File: config.mk
export PLATFORM = sky130hd
export DESIGN_NAME = mdr_mem_if_flat
export DESIGN_NICKNAME = d
export VERILOG_FILES = /design/src/rtl/mdr_mem_if_if.sv /design/src/rtl/mdr_mem_if.sv /design/src/flat_wrapper.sv
export SDC_FILE = /design/constraint.sdc
export NUM_CORES = 1
export LEC_CHECK = 0
export ABC_AREA = 1
export CORE_MARGIN = 4
export CORE_UTILIZATION = 46
export DETAILED_ROUTE_END_ITERATION = 8
export PLACE_DENSITY = 0.86
export SKIP_LAST_GASP = 1
export SLEW_MARGIN = 20
export SYNTH_ARGS = -nofsm -noshare
export SYNTH_HDL_FRONTEND = slang
export SYNTH_SLANG_ARGS = --single-unit
File: constraint.sdc
create_clock -name clock -period 4.93 [get_ports clock]
set_input_delay 0.986 -clock clock [delete_from_list [all_inputs] [get_ports clock]]
set_output_delay 0.986 -clock clock [all_outputs]
set_load 0.005 [all_outputs]
File: src/rtl/mdr_mem_if_if.sv
// Bus-side and memory-side signal bundle of the MDR; master = MDR, slave = datapath/memory.
// Purely structural: no timing or backpressure of its own.
interface mdr_mem_if_if #(
    parameter int DATA_W = 32
);
    logic [DATA_W-1:0] busMuxOut;
    logic              mdr_in;
    logic              read;
    logic              write;
    logic [DATA_W-1:0] mem_rdata;
    logic              mem_ack;
    logic              mem_req;
    logic              mem_we;
    logic [DATA_W-1:0] mem_wdata;
    logic [DATA_W-1:0] q;
    logic              busy;
    logic              done;
    logic              err;

    modport master (
        input  busMuxOut, mdr_in, read, write, mem_rdata, mem_ack,
        output mem_req, mem_we, mem_wdata, q, busy, done, err
    );

    modport slave (
        output busMuxOut, mdr_in, read, write, mem_rdata, mem_ack,
        input  mem_req, mem_we, mem_wdata, q, busy, done, err
    );
endinterface

File: src/rtl/mdr_mem_if.sv
// Memory Data Register with req/ack memory FSM; command -> mem_req next cycle, ack -> done/q next cycle.
// Commands are ignored while busy; optional timeout abort under MDR_TIMEOUT_EN.
module mdr_mem_if #(
    parameter int DATA_W      = 32,
    parameter int TIMEOUT_CYC = 15
) (
    input  logic                clock,
    input  logic                clear,
    mdr_mem_if_if.master        m
);
    localparam logic [1:0] IDLE = 2'd0;
    localparam logic [1:0] RD   = 2'd1;
    localparam logic [1:0] WR   = 2'd2;

    logic [1:0]        state;
    logic [DATA_W-1:0] q_r;
    logic [DATA_W-1:0] wdata_r;
    logic              req_r;
    logic              we_r;
    logic              busy_r;
    logic              done_r;
    logic              err_r;

`ifdef MDR_TIMEOUT_EN
    localparam int TW = $clog2(TIMEOUT_CYC + 1);
    logic [TW-1:0] timer;
    logic          expire;

    // This edge is the TIMEOUT_CYC-th one spent waiting without an ack.
    assign expire = (timer == TW'(TIMEOUT_CYC - 1));
`endif

    always_ff @(posedge clock or posedge clear) begin
        if (clear) begin
            state   <= IDLE;
            q_r     <= '0;
            wdata_r <= '0;
            req_r   <= 1'b0;
            we_r    <= 1'b0;
            busy_r  <= 1'b0;
            done_r  <= 1'b0;
            err_r   <= 1'b0;
`ifdef MDR_TIMEOUT_EN
            timer   <= '0;
`endif
        end else begin
            done_r <= 1'b0;
            err_r  <= 1'b0;
            case (state)
                IDLE: begin
                    if (m.read) begin
                        state  <= RD;
                        req_r  <= 1'b1;
                        we_r   <= 1'b0;
                        busy_r <= 1'b1;
`ifdef MDR_TIMEOUT_EN
                        timer  <= '0;
`endif
                    end else if (m.write) begin
                        state   <= WR;
                        req_r   <= 1'b1;
                        we_r    <= 1'b1;
                        busy_r  <= 1'b1;
                        wdata_r <= q_r;
`ifdef MDR_TIMEOUT_EN
                        timer   <= '0;
`endif
                    end else if (m.mdr_in) begin
                        q_r <= m.busMuxOut;
                    end
                end
                RD: begin
                    // An ack on the expiry edge still completes normally.
                    if (m.mem_ack) begin
                        q_r    <= m.mem_rdata;
                        req_r  <= 1'b0;
                        busy_r <= 1'b0;
                        done_r <= 1'b1;
                        state  <= IDLE;
                    end
`ifdef MDR_TIMEOUT_EN
                    else if (expire) begin
                        req_r  <= 1'b0;
                        we_r   <= 1'b0;
                        busy_r <= 1'b0;
                        err_r  <= 1'b1;
                        state  <= IDLE;
                    end else begin
                        timer <= timer + 1'b1;
                    end
`endif
                end
                WR: begin
                    if (m.mem_ack) begin
                        req_r  <= 1'b0;
                        we_r   <= 1'b0;
                        busy_r <= 1'b0;
                        done_r <= 1'b1;
                        state  <= IDLE;
                    end
`ifdef MDR_TIMEOUT_EN
                    else if (expire) begin
                        req_r  <= 1'b0;
                        we_r   <= 1'b0;
                        busy_r <= 1'b0;
                        err_r  <= 1'b1;
                        state  <= IDLE;
                    end else begin
                        timer <= timer + 1'b1;
                    end
`endif
                end
                default: begin
                    state  <= IDLE;
                    req_r  <= 1'b0;
                    we_r   <= 1'b0;
                    busy_r <= 1'b0;
                end
            endcase
        end
    end

    assign m.q         = q_r;
    assign m.mem_wdata = wdata_r;
    assign m.mem_req   = req_r;
    assign m.mem_we    = we_r;
    assign m.busy      = busy_r;
    assign m.done      = done_r;
    assign m.err       = err_r;
endmodule
File: src/flat_wrapper.sv
// flat-port wrapper written by rule: the top's interface ports become plain ports
module mdr_mem_if_flat 
#(
    parameter int DATA_W      = 32,
    parameter int TIMEOUT_CYC = 15
)
  (clock, clear, m_busMuxOut, m_mdr_in, m_read, m_write, m_mem_rdata, m_mem_ack, m_mem_req, m_mem_we, m_mem_wdata, m_q, m_busy, m_done, m_err);
  mdr_mem_if_if #(.DATA_W(DATA_W)) m_i ();
  input  logic clock;
  input  logic clear;
  input wire logic [$bits(m_i.busMuxOut)-1:0] m_busMuxOut;
  input wire logic [$bits(m_i.mdr_in)-1:0] m_mdr_in;
  input wire logic [$bits(m_i.read)-1:0] m_read;
  input wire logic [$bits(m_i.write)-1:0] m_write;
  input wire logic [$bits(m_i.mem_rdata)-1:0] m_mem_rdata;
  input wire logic [$bits(m_i.mem_ack)-1:0] m_mem_ack;
  output wire logic [$bits(m_i.mem_req)-1:0] m_mem_req;
  output wire logic [$bits(m_i.mem_we)-1:0] m_mem_we;
  output wire logic [$bits(m_i.mem_wdata)-1:0] m_mem_wdata;
  output wire logic [$bits(m_i.q)-1:0] m_q;
  output wire logic [$bits(m_i.busy)-1:0] m_busy;
  output wire logic [$bits(m_i.done)-1:0] m_done;
  output wire logic [$bits(m_i.err)-1:0] m_err;
  assign m_i.busMuxOut = m_busMuxOut;
  assign m_i.mdr_in = m_mdr_in;
  assign m_i.read = m_read;
  assign m_i.write = m_write;
  assign m_i.mem_rdata = m_mem_rdata;
  assign m_i.mem_ack = m_mem_ack;
  assign m_mem_req = m_i.mem_req;
  assign m_mem_we = m_i.mem_we;
  assign m_mem_wdata = m_i.mem_wdata;
  assign m_q = m_i.q;
  assign m_busy = m_i.busy;
  assign m_done = m_i.done;
  assign m_err = m_i.err;
  mdr_mem_if #(.DATA_W(DATA_W), .TIMEOUT_CYC(TIMEOUT_CYC)) u_core (.clock(clock), .clear(clear), .m(m_i));
endmodule
==> metrics <==
Reg power frac=between 30% and 40%; flop2flop setup slack=between 2 and 2.5 ns; Least-Margin Pin Slew=~1 ns; Worst EP required=a little over 5 ns; Reg clk slew, reported paths=0.07 ns; final setup fails=0; Placer Congestion=~0.86; final critical-path required period=just over 3 ns; Arr. time, crit path=between 3 and 4 ns; combinational power share=49.8%; Final Max Slew Viols=0; R2R Path Start=u_core.state[1]$_DFFE_PP0P_; Fmax=approximately 330 MHz; via-per-instance ratio=about 4.9; final instance area=about 0.0048 sq mm; final critical-path share of the clock period=approximately three fifths; I/O Buffers=around 140; clock tree buffer depth=2; worst vdd ir=~0.48 mV; vias in the first global route=around 3000; Synth area leaders=dfrtp_1, nand2_1, nand3_1, buf_4, buf_2; Avg Inst Size Synth=around 8 sq um; top-area cell type share of the netlist area=a little over half; static leakage=roughly 0.0024 uW; CP endpoint kind=flop; Clock H-tree levels=3; crit path capture=u_core.m.mem_wdata[30]$_DFFE_PP0P_; FFs w/ async S/R, synth=100.0%; RSZ-0062 raised after global routing=no; Syn Nets=between 400 and 500; hold_ws=around 0.47 ns; CTS Hold Buffers Added=0; Pint=between 1500 and 2000 uW; Rows=30; Post-Syn Instances=about 420; Post-Syn Area=between 0.003 and 0.004 sq mm; Post-Synth Simple-Gate Area=around 39%; Clk pwr share=between 10% and 20%; Detailed Routing Iterations Pass 1=6; register area share after synthesis=52.33%; Adder-Cell Fraction of Synth Area=approximately 1.5%; Max-Cap Viols=0; Layout Nets=between 600 and 700; Wirelength per Cell=between 10 and 15 microns; Overflow after GRT=0; HP Class=flop to flop; number of synthesized flops with an enable pin=0; crit-path max FO=35; mux cell area share after synthesis=0%; status=complete, no violations; CTS tree=yes; Post-Synth XOR/XNOR Area=0%; die boundary width=92.69 microns; initial core utilization=between 40% and 50%; post-route antenna net violation count=0; most common cell after layout, fill and taps aside=nand2_1; post-route setup TNS=0 ns; GRT Total Usage=between 20% and 30%; clk_lat worst skew=roughly 0.32 ns; first-pass GRT wire length=14.72 mm; CTS buffer count=9; R2R depth=7; Slew headroom=about 33%; skew final=a little under 0.009 ns; Area Overhead vs Synth=45.09%; DRC=0; Resize count post-CTS=0; sw frac=38.84%; Die Ht=between 90 and 100 microns; core area=between 0.006 and 0.007 sq mm; Critical Path Source=m_read; most frequent cells in the layout=nand2_1, clkdlybuf4s50_1, dfrtp_1, nand3_1, clkbuf_8; largest family of logic cells by synthesized area=simple AND/OR/NAND/NOR gates; power density cells=a little under 600 mW/mm^2; final WL=around 9.0 mm; Area after DPL=around 0.0046 sq mm; Final WS setup=~1.9 ns; layout cells sized above 1=4.529%; Root Driver=clkbuf_8; initial drt markers=around 180; Final Hold Viols=0; HPWL after DPL=~6.6 mm; synth unique cells=18; antenna violations before repair=0; # IOs=139; Crit Path Class=primary input to flop; Num Clock Sinks=69; Vias=between 3000 and 4000; end of the worst register-to-register path=u_core.m.mem_wdata[30]$_DFFE_PP0P_; pre-CTS setup slack=about 1.5 ns; Die ar.=roughly 0.0086 sq mm; Compound-Gate Fraction of Synth Area=less than 1%; Synth area leader=dfrtp_1; startpoint types=primary input; Ant. Diodes=0; post-CTS setup buffer count=0; Yosys warning count=0; NetSw=approximately 1100 uW; pin count of the biggest net entering global routing=41; ys flop type=dfrtp_1; Power, Total=2774 uW; flops & latches, synth=between 60 and 70
==> cells by family after synthesis <==
logic type	Yosys count
fa+ha+maj	4
flops	69
compound gates	3
other cells	1
simple gates	312
buf+inv	35
==> worst max-delay path, stage by stage <==
cell and delay, ns:
clkdlybuf4s50_1 0.47, nor2_4 0.63, nand2_1 0.83, nand2_1 0.25, nand2_1 0.07
==> power by group through the flow <==
stage               sequential, uW  combinational (uW)  clock (uW)
CTS                           1010                1400         383
floorplan                     1010                 707           0
global route                  1050                1540         411
global placement              1020                1350           0
finish                        1010                1380         377
detailed placement            1020                1400           0
==> registers in the layout, summed over array words and instances (netlist names) <==
register	flops
u_core.m.q	32
u_core.state	2
u_core.m.mem_req	1
u_core.m.mem_we	1
u_core.m.done	1
u_core.m.mem_wdata	32
==> cell usage after synthesis (2+ instances only) <==
master and number:
inv_1 5, ha_1 4, nor2_4 2, clkbuf_1 2, dfrtp_1 69, buf_2 13
nand3_1 66, o21ai_0 2, nor2_1 2, nand2_1 239, inv_2 2, buf_6 4
buf_4 9
==> area by class of cell <==
class                   instances  area [sq um]
clock inverters                 5         27.53
flip-flops and latches         69          1727
multi-input cells             320          1361
repair buffers                140          1394
fillers                       547          2082
inverters                       7         26.28
well taps                      96         120.1
clock buffers                  11         131.4
==> stage by stage <==
step / util (%) / cells
finish: 69.69 / 648
global route: 69.69 / 648
CTS: 69.69 / 648
detailed placement: 67.38 / 632
global placement: 67.38 / 632
floorplan: - / 424
==> metal layers <==
layer	vias to the layer above	wire, microns	GRT usage (%)
met3	10	664	4.062
met2	132	4618	37.34
li1	1568	-	-
met1	1462	3656	27.18
met5	-	0	0
met4	0	108	6.471
==> worst min path at each step <==
stage	from	to	slack [ns]	cells after the start
2_1_floorplan	u_core.m.mem_we$_DFFE_PP0P_	u_core.m.mem_we$_DFFE_PP0P_	0.46	2
3_3_place_gp	u_core.m.mem_wdata[31]$_DFFE_PP0P_	u_core.m.mem_wdata[31]$_DFFE_PP0P_	0.45	2
3_5_place_dp	u_core.m.mem_wdata[20]$_DFFE_PP0P_	u_core.m.mem_wdata[20]$_DFFE_PP0P_	0.46	2
4_1_cts	u_core.m.mem_wdata[19]$_DFFE_PP0P_	u_core.m.mem_wdata[19]$_DFFE_PP0P_	0.47	2
5_1_grt	u_core.m.mem_wdata[3]$_DFFE_PP0P_	u_core.m.mem_wdata[3]$_DFFE_PP0P_	0.50	2
6_report	u_core.m.mem_wdata[19]$_DFFE_PP0P_	u_core.m.mem_wdata[19]$_DFFE_PP0P_	0.47	2
No activity file was read; power rests on OpenSTA's default activity.
